--- src/rtl/ysyx_23060208_ifu_prefetch_pkg.sv ---
// Shared definitions for the prefetching instruction fetch unit:
// fetch FSM state encoding, AXI burst/size/response encodings and a
// response-decode helper used by the top level.
package ysyx_23060208_ifu_prefetch_pkg;

    typedef enum logic [1:0] {
        ST_IDLE  = 2'd0,
        ST_AR    = 2'd1,
        ST_R     = 2'd2,
        ST_DRAIN = 2'd3
    } fetch_state_e;

    localparam logic [1:0] AXI_BURST_INCR = 2'b01;
    localparam logic [2:0] AXI_SIZE_WORD  = 3'b010;
    localparam logic [1:0] AXI_RESP_OKAY  = 2'b00;

    // Any non-OKAY response marks the fetched word as faulting.
    function automatic logic resp_is_fault(input logic [1:0] resp);
        return resp != AXI_RESP_OKAY;
    endfunction

endpackage

--- src/rtl/ysyx_23060208_ifu_queue.sv ---
// Prefetch queue: circular synchronous FIFO with one extra pointer bit to
// tell full from empty. Flush empties the queue and wins over push/pop.
// Ports:
//   clock, reset        clock, asynchronous active-low reset
//   push_i/push_data_i  write one entry
//   pop_i               remove head (ignored when empty)
//   flush_i             discard all entries
//   empty_o, head_o     head status and contents (read from storage registers)
//   free_slots_o        free entries, computed from the registered pointers
module ysyx_23060208_ifu_queue #(
    parameter int WIDTH = 65,
    parameter int DEPTH = 8
) (
    input  logic                     clock,
    input  logic                     reset,
    input  logic                     push_i,
    input  logic [WIDTH-1:0]         push_data_i,
    input  logic                     pop_i,
    input  logic                     flush_i,
    output logic                     empty_o,
    output logic [WIDTH-1:0]         head_o,
    output logic [$clog2(DEPTH):0]   free_slots_o
);
    localparam int AW = $clog2(DEPTH);
    localparam int PW = AW + 1;
    localparam logic [PW-1:0] PTR_ONE = PW'(1'b1);

    logic [WIDTH-1:0] mem_q [DEPTH];
    logic [PW-1:0]    wr_ptr_q, wr_ptr_d;
    logic [PW-1:0]    rd_ptr_q, rd_ptr_d;
    logic [PW-1:0]    used_s;

    assign used_s       = wr_ptr_q - rd_ptr_q;
    assign empty_o      = (used_s == '0);
    assign free_slots_o = PW'(DEPTH) - used_s;
    assign head_o       = mem_q[rd_ptr_q[AW-1:0]];

    // Entry storage; a flushed push is dropped.
    always_ff @(posedge clock) begin
        if (push_i && !flush_i) begin
            mem_q[wr_ptr_q[AW-1:0]] <= push_data_i;
        end
    end

    // Pointer next-state: flush resets both, otherwise advance independently.
    always_comb begin
        wr_ptr_d = wr_ptr_q;
        rd_ptr_d = rd_ptr_q;
        if (flush_i) begin
            wr_ptr_d = '0;
            rd_ptr_d = '0;
        end else begin
            if (push_i) begin
                wr_ptr_d = wr_ptr_q + PTR_ONE;
            end else begin
                wr_ptr_d = wr_ptr_q;
            end
            if (pop_i && !empty_o) begin
                rd_ptr_d = rd_ptr_q + PTR_ONE;
            end else begin
                rd_ptr_d = rd_ptr_q;
            end
        end
    end

    // Pointer registers.
    always_ff @(posedge clock or negedge reset) begin
        if (!reset) begin
            wr_ptr_q <= '0;
            rd_ptr_q <= '0;
        end else begin
            wr_ptr_q <= wr_ptr_d;
            rd_ptr_q <= rd_ptr_d;
        end
    end

endmodule

--- src/rtl/ysyx_23060208_ifu_prefetch.sv ---
// Instruction fetch unit with line prefetch. Issues one aligned INCR burst
// per cache line on the isram AXI read port, keeps the words at or after the
// requested pc and hands {fault, pc, inst} to IDU through the prefetch queue.
// Ports:
//   clock, reset                     clock, asynchronous active-low reset
//   redirect_valid/redirect_pc       EXU redirect pulse and word-aligned target
//   ifu_to_idu_valid/idu_ready/bus   head of the prefetch queue to IDU
//   isram_ar*                        AXI read address channel (master side)
//   isram_r*                         AXI read data channel (master side)
module ysyx_23060208_ifu_prefetch
    import ysyx_23060208_ifu_prefetch_pkg::*;
#(
    parameter int                    DATA_WIDTH = 32,
    parameter int                    LINE_WORDS = 4,
    parameter int                    FIFO_DEPTH = 8,
    parameter logic [DATA_WIDTH-1:0] RESET_PC   = 32'h3000_0000,
    parameter logic [3:0]            AXI_ID     = 4'h0
) (
    input  logic                    clock,
    input  logic                    reset,
    input  logic                    redirect_valid,
    input  logic [DATA_WIDTH-1:0]   redirect_pc,
    output logic                    ifu_to_idu_valid,
    input  logic                    idu_ready,
    output logic [2*DATA_WIDTH:0]   ifu_to_idu_bus,
    output logic                    isram_arvalid,
    input  logic                    isram_arready,
    output logic [DATA_WIDTH-1:0]   isram_araddr,
    output logic [7:0]              isram_arlen,
    output logic [2:0]              isram_arsize,
    output logic [1:0]              isram_arburst,
    output logic [3:0]              isram_arid,
    input  logic                    isram_rvalid,
    output logic                    isram_rready,
    input  logic [DATA_WIDTH-1:0]   isram_rdata,
    input  logic [1:0]              isram_rresp,
    input  logic                    isram_rlast,
    input  logic [3:0]              isram_rid
);
    localparam int OFF_W = $clog2(LINE_WORDS);
    localparam int PW    = $clog2(FIFO_DEPTH) + 1;
    localparam logic [DATA_WIDTH-1:0] LINE_MASK = DATA_WIDTH'(LINE_WORDS * 4 - 1);
    localparam logic [DATA_WIDTH-1:0] LINE_STEP = DATA_WIDTH'(LINE_WORDS * 4);
    localparam logic [OFF_W-1:0]      BEAT_ONE  = OFF_W'(1'b1);
    localparam logic [PW-1:0]         LINE_SLOTS = PW'(LINE_WORDS);

    fetch_state_e            state_q, state_d;
    logic [DATA_WIDTH-1:0]   fetch_pc_q, fetch_pc_d;
    logic [DATA_WIDTH-1:0]   req_pc_q, req_pc_d;     // pc of the outstanding request
    logic [OFF_W-1:0]        beat_cnt_q, beat_cnt_d;
    logic                    redir_pend_q, redir_pend_d; // redirect seen while AR waits
    logic                    stall_q, stall_d;           // fault seen, wait for redirect

    logic                    beat_ok_s, beat_keep_s, beat_fault_s;
    logic [DATA_WIDTH-1:0]   line_base_s;
    logic [2*DATA_WIDTH:0]   push_data_s;
    logic                    q_empty_s;
    logic [PW-1:0]           free_slots_s;

    assign line_base_s  = req_pc_q & ~LINE_MASK;
    // Beats tagged with a foreign id are not ours: no count, no push, no rlast.
    assign beat_ok_s    = isram_rvalid && (isram_rid == AXI_ID);
    assign beat_fault_s = resp_is_fault(isram_rresp);
    // Words before the requested pc within the line are dropped.
    assign beat_keep_s  = (state_q == ST_R) && beat_ok_s && !redirect_valid &&
                          (beat_cnt_q >= req_pc_q[OFF_W+1:2]);
    assign push_data_s  = {beat_fault_s,
                           line_base_s | {{(DATA_WIDTH-OFF_W-2){1'b0}}, beat_cnt_q, 2'b00},
                           isram_rdata};

    assign isram_arvalid    = (state_q == ST_AR);
    assign isram_araddr     = line_base_s;
    assign isram_arlen      = 8'(LINE_WORDS - 1);
    assign isram_arsize     = AXI_SIZE_WORD;
    assign isram_arburst    = AXI_BURST_INCR;
    assign isram_arid       = AXI_ID;
    assign isram_rready     = (state_q == ST_R) || (state_q == ST_DRAIN);
    assign ifu_to_idu_valid = !q_empty_s;

    ysyx_23060208_ifu_queue #(
        .WIDTH (2*DATA_WIDTH+1),
        .DEPTH (FIFO_DEPTH)
    ) u_queue (
        .clock        (clock),
        .reset        (reset),
        .push_i       (beat_keep_s),
        .push_data_i  (push_data_s),
        .pop_i        (ifu_to_idu_valid && idu_ready),
        .flush_i      (redirect_valid),
        .empty_o      (q_empty_s),
        .head_o       (ifu_to_idu_bus),
        .free_slots_o (free_slots_s)
    );

    // Fetch FSM next-state and fetch address bookkeeping.
    always_comb begin
        state_d      = state_q;
        fetch_pc_d   = fetch_pc_q;
        req_pc_d     = req_pc_q;
        beat_cnt_d   = beat_cnt_q;
        redir_pend_d = redir_pend_q;
        stall_d      = stall_q;
        if (redirect_valid) begin
            fetch_pc_d = redirect_pc;
            stall_d    = 1'b0;
        end else begin
            fetch_pc_d = fetch_pc_q;
        end
        case (state_q)
            ST_IDLE: begin
                if (!redirect_valid && !stall_q && (free_slots_s >= LINE_SLOTS)) begin
                    state_d  = ST_AR;
                    req_pc_d = fetch_pc_q;
                end else begin
                    state_d = ST_IDLE;
                end
            end
            ST_AR: begin
                // Address stays put until accepted; a redirect turns the burst into a drain.
                if (isram_arready) begin
                    beat_cnt_d   = '0;
                    redir_pend_d = 1'b0;
                    if (redirect_valid || redir_pend_q) begin
                        state_d = ST_DRAIN;
                    end else begin
                        state_d = ST_R;
                    end
                end else begin
                    redir_pend_d = redir_pend_q | redirect_valid;
                end
            end
            ST_R: begin
                if (redirect_valid) begin
                    state_d = (beat_ok_s && isram_rlast) ? ST_IDLE : ST_DRAIN;
                end else if (beat_keep_s && beat_fault_s) begin
                    stall_d = 1'b1;
                    state_d = isram_rlast ? ST_IDLE : ST_DRAIN;
                end else if (beat_ok_s && isram_rlast) begin
                    state_d    = ST_IDLE;
                    fetch_pc_d = line_base_s + LINE_STEP;
                end else begin
                    state_d = ST_R;
                end
                if (beat_ok_s) begin
                    beat_cnt_d = beat_cnt_q + BEAT_ONE;
                end else begin
                    beat_cnt_d = beat_cnt_q;
                end
            end
            ST_DRAIN: begin
                if (beat_ok_s && isram_rlast) begin
                    state_d = ST_IDLE;
                end else begin
                    state_d = ST_DRAIN;
                end
            end
            default: begin
                state_d = ST_IDLE;
            end
        endcase
    end

    // Fetch FSM and address registers.
    always_ff @(posedge clock or negedge reset) begin
        if (!reset) begin
            state_q      <= ST_IDLE;
            fetch_pc_q   <= RESET_PC;
            req_pc_q     <= RESET_PC;
            beat_cnt_q   <= '0;
            redir_pend_q <= 1'b0;
            stall_q      <= 1'b0;
        end else begin
            state_q      <= state_d;
            fetch_pc_q   <= fetch_pc_d;
            req_pc_q     <= req_pc_d;
            beat_cnt_q   <= beat_cnt_d;
            redir_pend_q <= redir_pend_d;
            stall_q      <= stall_d;
        end
    end

endmodule

--- config.mk ---
export PLATFORM = sky130hd
export DESIGN_NAME = ysyx_23060208_ifu_prefetch
export DESIGN_NICKNAME = d
export VERILOG_FILES = /design/src/rtl/ysyx_23060208_ifu_prefetch_pkg.sv /design/src/rtl/ysyx_23060208_ifu_queue.sv /design/src/rtl/ysyx_23060208_ifu_prefetch.sv
export SDC_FILE = /design/constraint.sdc
export NUM_CORES = 1
export LEC_CHECK = 0
export CORE_ASPECT_RATIO = 0.8
export CORE_MARGIN = 3
export CORE_UTILIZATION = 60
export CTS_BUF_LIST = sky130_fd_sc_hd__clkbuf_4
export CTS_CLUSTER_DIAMETER = 120
export CTS_CLUSTER_SIZE = 10
export DETAILED_ROUTE_END_ITERATION = 12
export PLACE_DENSITY = 0.9
export SLEW_MARGIN = 10
export SYNTH_ARGS = -nofsm -noshare
export SYNTH_HDL_FRONTEND = slang
export SYNTH_SLANG_ARGS = --single-unit
--- constraint.sdc ---
create_clock -name clock -period 7.6 [get_ports clock]
set_input_delay 2.28 -clock clock [delete_from_list [all_inputs] [get_ports clock]]
set_output_delay 2.28 -clock clock [all_outputs]
set_load 0.01 [all_outputs]
==> results of run 1 <==
-- how the worst max path moves through the flow --
stage                        start                   end  cells past startpoint
6_report       u_queue.rd_ptr_q[0]    ifu_to_idu_bus[47]                      5
5_1_grt        u_queue.rd_ptr_q[0]    ifu_to_idu_bus[47]                      5
4_1_cts        u_queue.rd_ptr_q[0]    ifu_to_idu_bus[51]                      5
3_5_place_dp          isram_rid[1]  u_queue.mem_q[5][26]                      7
3_3_place_gp          isram_rid[1]  u_queue.mem_q[6][40]                      7
2_1_floorplan         isram_rid[1]   u_queue.mem_q[2][0]                      6
-- where the power goes --
| group | total (mW) | switching [mW] | internal, mW |
|---|---|---|---|
| sequential | 4.16 | 0.441 | 3.71 |
| combinational | 1.62 | 0.653 | 0.964 |
| clock | 1.48 | 0.937 | 0.545 |
| total | 7.25 | 2.03 | 5.22 |
-- registers in the layout, indices dropped and copies added (netlist names) --
| signal | flops |
|---|---|
| u_queue.mem_q | 504 |
| state_q | 2 |
| beat_cnt_q | 2 |
| stall_q | 1 |
| fetch_pc_q | 30 |
| redir_pend_q | 1 |
| u_queue.rd_ptr_q | 4 |
| req_pc_q | 30 |
| u_queue.wr_ptr_q | 4 |
-- kinds of logic after synthesis --
group | count (synthesis) | synth area share
DFF | 578 | 0.725
and+or+nand+nor | 347 | 0.0643
muxes | 171 | 0.147
buffers and inverters | 125 | 0.0306
AOI/OAI and AO/OA | 67 | 0.0212
xor gates and xnor gates | 18 | 0.00673
adders and majority gates | 9 | 0.00512
other | 2 | 0.000320
-- per-stage QoR --
step / power (mW) / std cells
global route: 7.60 / 2004
finish: 7.25 / 2005
CTS: 7.31 / 2003
floorplan: 5.17 / 1338
detailed placement: 5.86 / 1909
global placement: 5.79 / 1909
-- critical path, stage by stage, from the launching register on --
cell	delay, ns
dfrtp_4	1.15
buf_4	0.61
mux4_2	0.58
nand2_1	0.08
nand2_1	0.11
clkdlybuf4s50_1	0.50
-- layout by cell type (no fill, tap or decap), drive strengths merged, types with 14 or more instances in the layout --
cell           synthesis  routed
edfxtp               504     504
nand2                241     241
clkdlybuf4s50          0     166
mux4                 126     126
clkbuf                25      91
dfrtp                 70      70
mux2                  30      30
nor2                  26      26
buf                   89      24
conb                   2      23
o21ai                 19      19
nor3                  17      17
mux2i                 15      15
xnor2                 14      14
-- layout make-up --
class | count | area, µm²
diodes | 2 | 5.00
inverters | 11 | 42.5
clock inverters | 3 | 11.3
flip-flops and latches | 578 | 17000
multi-input cells | 635 | 5880
repair buffers | 190 | 1890
clock buffers | 91 | 683
fillers | 2379 | 12200
well taps | 495 | 619
-- routing by layer --
layer / up-vias / global-route usage / part of all wire
met5: - / 0 / 0
met4: 0 / 0.0702 / 0.023
met3: 90 / 0.0410 / 0.077
met2: 543 / 0.386 / 0.49
met1: 6310 / 0.347 / 0.41
li1: 5356 / - / -
==> flow_summary.yaml, run 1 <==
run_status:
  outcome: "complete, no violations"
final_layout:
  post-route-util: 0.681
  nets: 1569
  syn2layout_area_growth_pct: 11.5
  final_area_um2: 26100
  layout-drive-gt1-share: 0.198
power:
  ir_drop_mv: 0.169
  p_per_area_nw_per_um2: 278
  leakagePower_nw: 8.81
worst_hold_path:
  holdPathStages: 1
  worstHoldEndpoint: "req_pc_q[16]"
  hold_path.startpoint: "fetch_pc_q[16]"
  hold_path_class: "reg2reg"
sta:
  finalCritPeriodShare: 0.801
  finalMaxSlewViolations: 0
  postLayoutSetupSlackWorst_ns: 1.51
  finalCriticalPeriod_ns: 6.09
  final-hold-violation-count: 0
  setup_violations: 0
  setup_tns_ns: 0
  worst_slew_pin_slew_ns: 1.17
  fmax_mhz: 164
  rsz0062_at_grt: "no"
  relSlewSlack: 0.223
  fin_skew_ns: 0.0327
  hold_slack_ns: 0.498
synth:
  synth_top_cell_by_area: "edfxtp_1"
  synth_top_area_frac: 0.646
  synth.distinct_cells: 60
  netlist_top_cells_count: "504 x edfxtp_1, 241 x nand2_1, 126 x mux4_2, 70 x dfrtp_1, 52 x buf_4"
  synthesis.area_um2: 23400
  avgSynthCellArea_um2: 17.8
  synth_edf_count: 504
  synthCells: 1317
  async_reset_ff_frac: 0.128
  yosysMostFrequentCell: "edfxtp_1"
  yosys_warnings: 0
  seq_area_frac_synth: 0.725
  synth_seq_cells: 578
  synthTopCellsByArea: "edfxtp_1 65%, mux4_2 12%, dfrtp_1 7.5%"
  synth_flop_cell: "edfxtp_1"
critical_path:
  crit_type: "reg2out"
  reg2reg_depth: 8
  start_kind: "flop"
  r2r_start: "beat_cnt_q[0]"
  path_max_fanout: 55
  r2r_slack_ns: 3.85
  worst_ep_required_time_ns: 5.32
  critPathArrivalTime_ns: 3.81
  worstReg2RegEnd: "u_queue.mem_q[6][38]"
  critPathCaptureType: "primary output"
route:
  ant_nets: 0
  vias: 12300
  drtIter0Drc: 1266
  wl_per_cell_um: 24.0
  drc: 0
  viasPerCell: 6.13
  wirelength_um: 48100
  firstDrtPassIters: 5
grt:
  grt_pass1_wl_um: 74400
  grt_start_max_net_pins: 79
  grt_use_total: 0.240
  gr-total-overflow: 0
  antenna_found_initial: 1
  grt_pass1_vias: 12900
clocking:
  htree_levels: 3
  numCtsBuffers: 67
  clk_latency_ns: 0.74
  ctsHoldBuffers: 0
  cts_setup_buffers: 0
  tritoncts: "done"
  clock-sinks: 578
  root_buffer: "clkbuf_4"
  ctsResizeCount: 0
  clk_pin_slew_worst_paths_ns: 0.11
  clockBufferDepth: 3
place:
  port_buffers: 168
  place_area_um2: 25400
  gp_congestion: 0.861
  hpwl_um: 28500
  pre_cts_slack_ns: 2.03
floorplan:
  num_rows: 64
  die_w_um: 227
  core_um2: 38400
  die_h_um: 183
  start_util: 0.611
  ioPinCount: 194
  dieArea_um2: 41500
flow_run:
  cap_violations: 0
Note: power is estimated with default switching activity, not from simulation.
==> run 2: changes to the inputs <==
Clock period 7.6 ns to 6.3 ns, I/O delays scaled along.
==> flow_summary.yaml, run 2 (synthesized netlist as in run 1, its figures left out) <==
floorplan:
  dieArea_um2: 41500
  die_h_um: 183
  die_w_um: 227
  num_rows: 64
  core_um2: 38400
  ioPinCount: 194
  start_util: 0.611
sta:
  postLayoutSetupSlackWorst_ns: 0.894
  worst_slew_pin_slew_ns: 1.11
  setup_violations: 0
  finalCriticalPeriod_ns: 5.41
  fmax_mhz: 185
  fin_skew_ns: 0.0408
  finalMaxSlewViolations: 0
  final-hold-violation-count: 0
  setup_tns_ns: 0
  hold_slack_ns: 0.506
  relSlewSlack: 0.257
  rsz0062_at_grt: "no"
  finalCritPeriodShare: 0.858
power:
  power_frac_clock: 0.214
  p_per_area_nw_per_um2: 338
  switching_share: 0.279
  switchingPower_mw: 2.47
  internal-power_mw: 6.39
  ir_drop_mv: 0.221
  power.share.combinational: 0.226
  power_mw: 8.87
  leakagePower_nw: 8.86
  seqPwrFrac: 0.559
place:
  pre_cts_slack_ns: 1.40
  dpl.cell_count: 1908
  hpwl_um: 27100
  port_buffers: 168
  gp_congestion: 0.804
  place_area_um2: 25500
clocking:
  cts_setup_buffers: 0
  tritoncts: "done"
  clock-sinks: 578
  clk_latency_ns: 0.76
  clockBufferDepth: 3
  clk_pin_slew_worst_paths_ns: 0.11
  ctsResizeCount: 0
  ctsHoldBuffers: 0
  htree_levels: 3
  numCtsBuffers: 67
  root_buffer: "clkbuf_4"
grt:
  grt-busiest-layer: "met2"
  grt_use_total: 0.243
  grt_pass1_wl_um: 75500
  met3_usage: 0.0480
  met1_usage: 0.350
  grt_pass1_vias: 13000
  grt_start_max_net_pins: 94
  antenna_found_initial: 3
  grt_use_met2: 0.386
  gr-total-overflow: 0
critical_path:
  reg2reg_depth: 8
  r2r_slack_ns: 2.79
  path_max_fanout: 35
  critPathCaptureType: "primary output"
  critPathArrivalTime_ns: 3.52
  start_kind: "flop"
  crit_type: "reg2out"
  worst_ep_required_time_ns: 4.41
route:
  drc: 0
  firstDrtPassIters: 5
  viasPerCell: 6.23
  wl_per_cell_um: 24.2
  ant_nets: 0
  wirelength_um: 48600
  vias: 12500
  drtIter0Drc: 1551
worst_hold_path:
  hold_path_class: "reg2reg"
  holdPathStages: 1
run_status:
  outcome: "complete, no violations"
final_layout:
  layout-drive-gt1-share: 0.200
  final_cell_count_no_fill: 2007
  nets: 1568
  final_common_cell: "edfxtp_1"
  final_area_um2: 26200
  syn2layout_area_growth_pct: 12.0
  layout_common_cells: "504 x edfxtp_1, 241 x nand2_1, 166 x clkdlybuf4s50_1, 126 x mux4_2, 92 x clkbuf_4"
  post-route-util: 0.684
  largest_reg_flops: 504
flow_run:
  cap_violations: 0
-- run 2: cell types whose count changed in the layout (fill, tap and decap cells not counted) --
| cell | before | now |
|---|---|---|
| buf_4 | 18 | 12 |
| diode_2 | 2 | 1 |
| clkbuf_4 | 91 | 92 |
| bufinv_16 | 0 | 2 |
| inv_2 | 4 | 5 |
| buf_12 | 4 | 9 |
-- run 2: layer usage --
layer,part of all wire,vias to the layer above
met5,0.00051,-
met4,0.023,4
met3,0.082,87
met2,0.49,606
met1,0.40,6424
li1,-,5376
-- run 2: worst paths after layout --
path | start | to
worst max-delay path | u_queue.rd_ptr_q[0] | ifu_to_idu_bus[56]
worst min-delay path | fetch_pc_q[22] | req_pc_q[22]
worst max register to register | beat_cnt_q[0] | u_queue.mem_q[7][39]
worst min register to register | fetch_pc_q[22] | req_pc_q[22]
max in group asynchronous | reset | req_pc_q[29]
min in group asynchronous | reset | fetch_pc_q[7]
-- run 2: cell type report --
class                      count  area [µm²]
sequential                   578       17000
fill                        2401       12100
multi-input combinational    635        5880
timing repair buffer         189        1940
clock buffer                  92         691
tap                          495         619
clock inverter                 6        75.1
inverter                      11        42.5
antenna                        1        2.50
-- run 2: power by group through the flow --
stage	sequential, mW	clock, mW	combinational [mW]
global placement	5.01	0	1.98
CTS	4.96	1.95	2.03
global route	5.02	2.10	2.16
finish	4.96	1.90	2.00
detailed placement	5.04	0	2.02
floorplan	4.78	0	1.45
-- run 2: worst max-delay path, cell delays in order (launching register included) --
cell and delay [ns]:
dfrtp_4 0.91, buf_4 0.54, mux4_2 0.57, nand2_1 0.09, nand2_1 0.10, clkdlybuf4s50_1 0.51
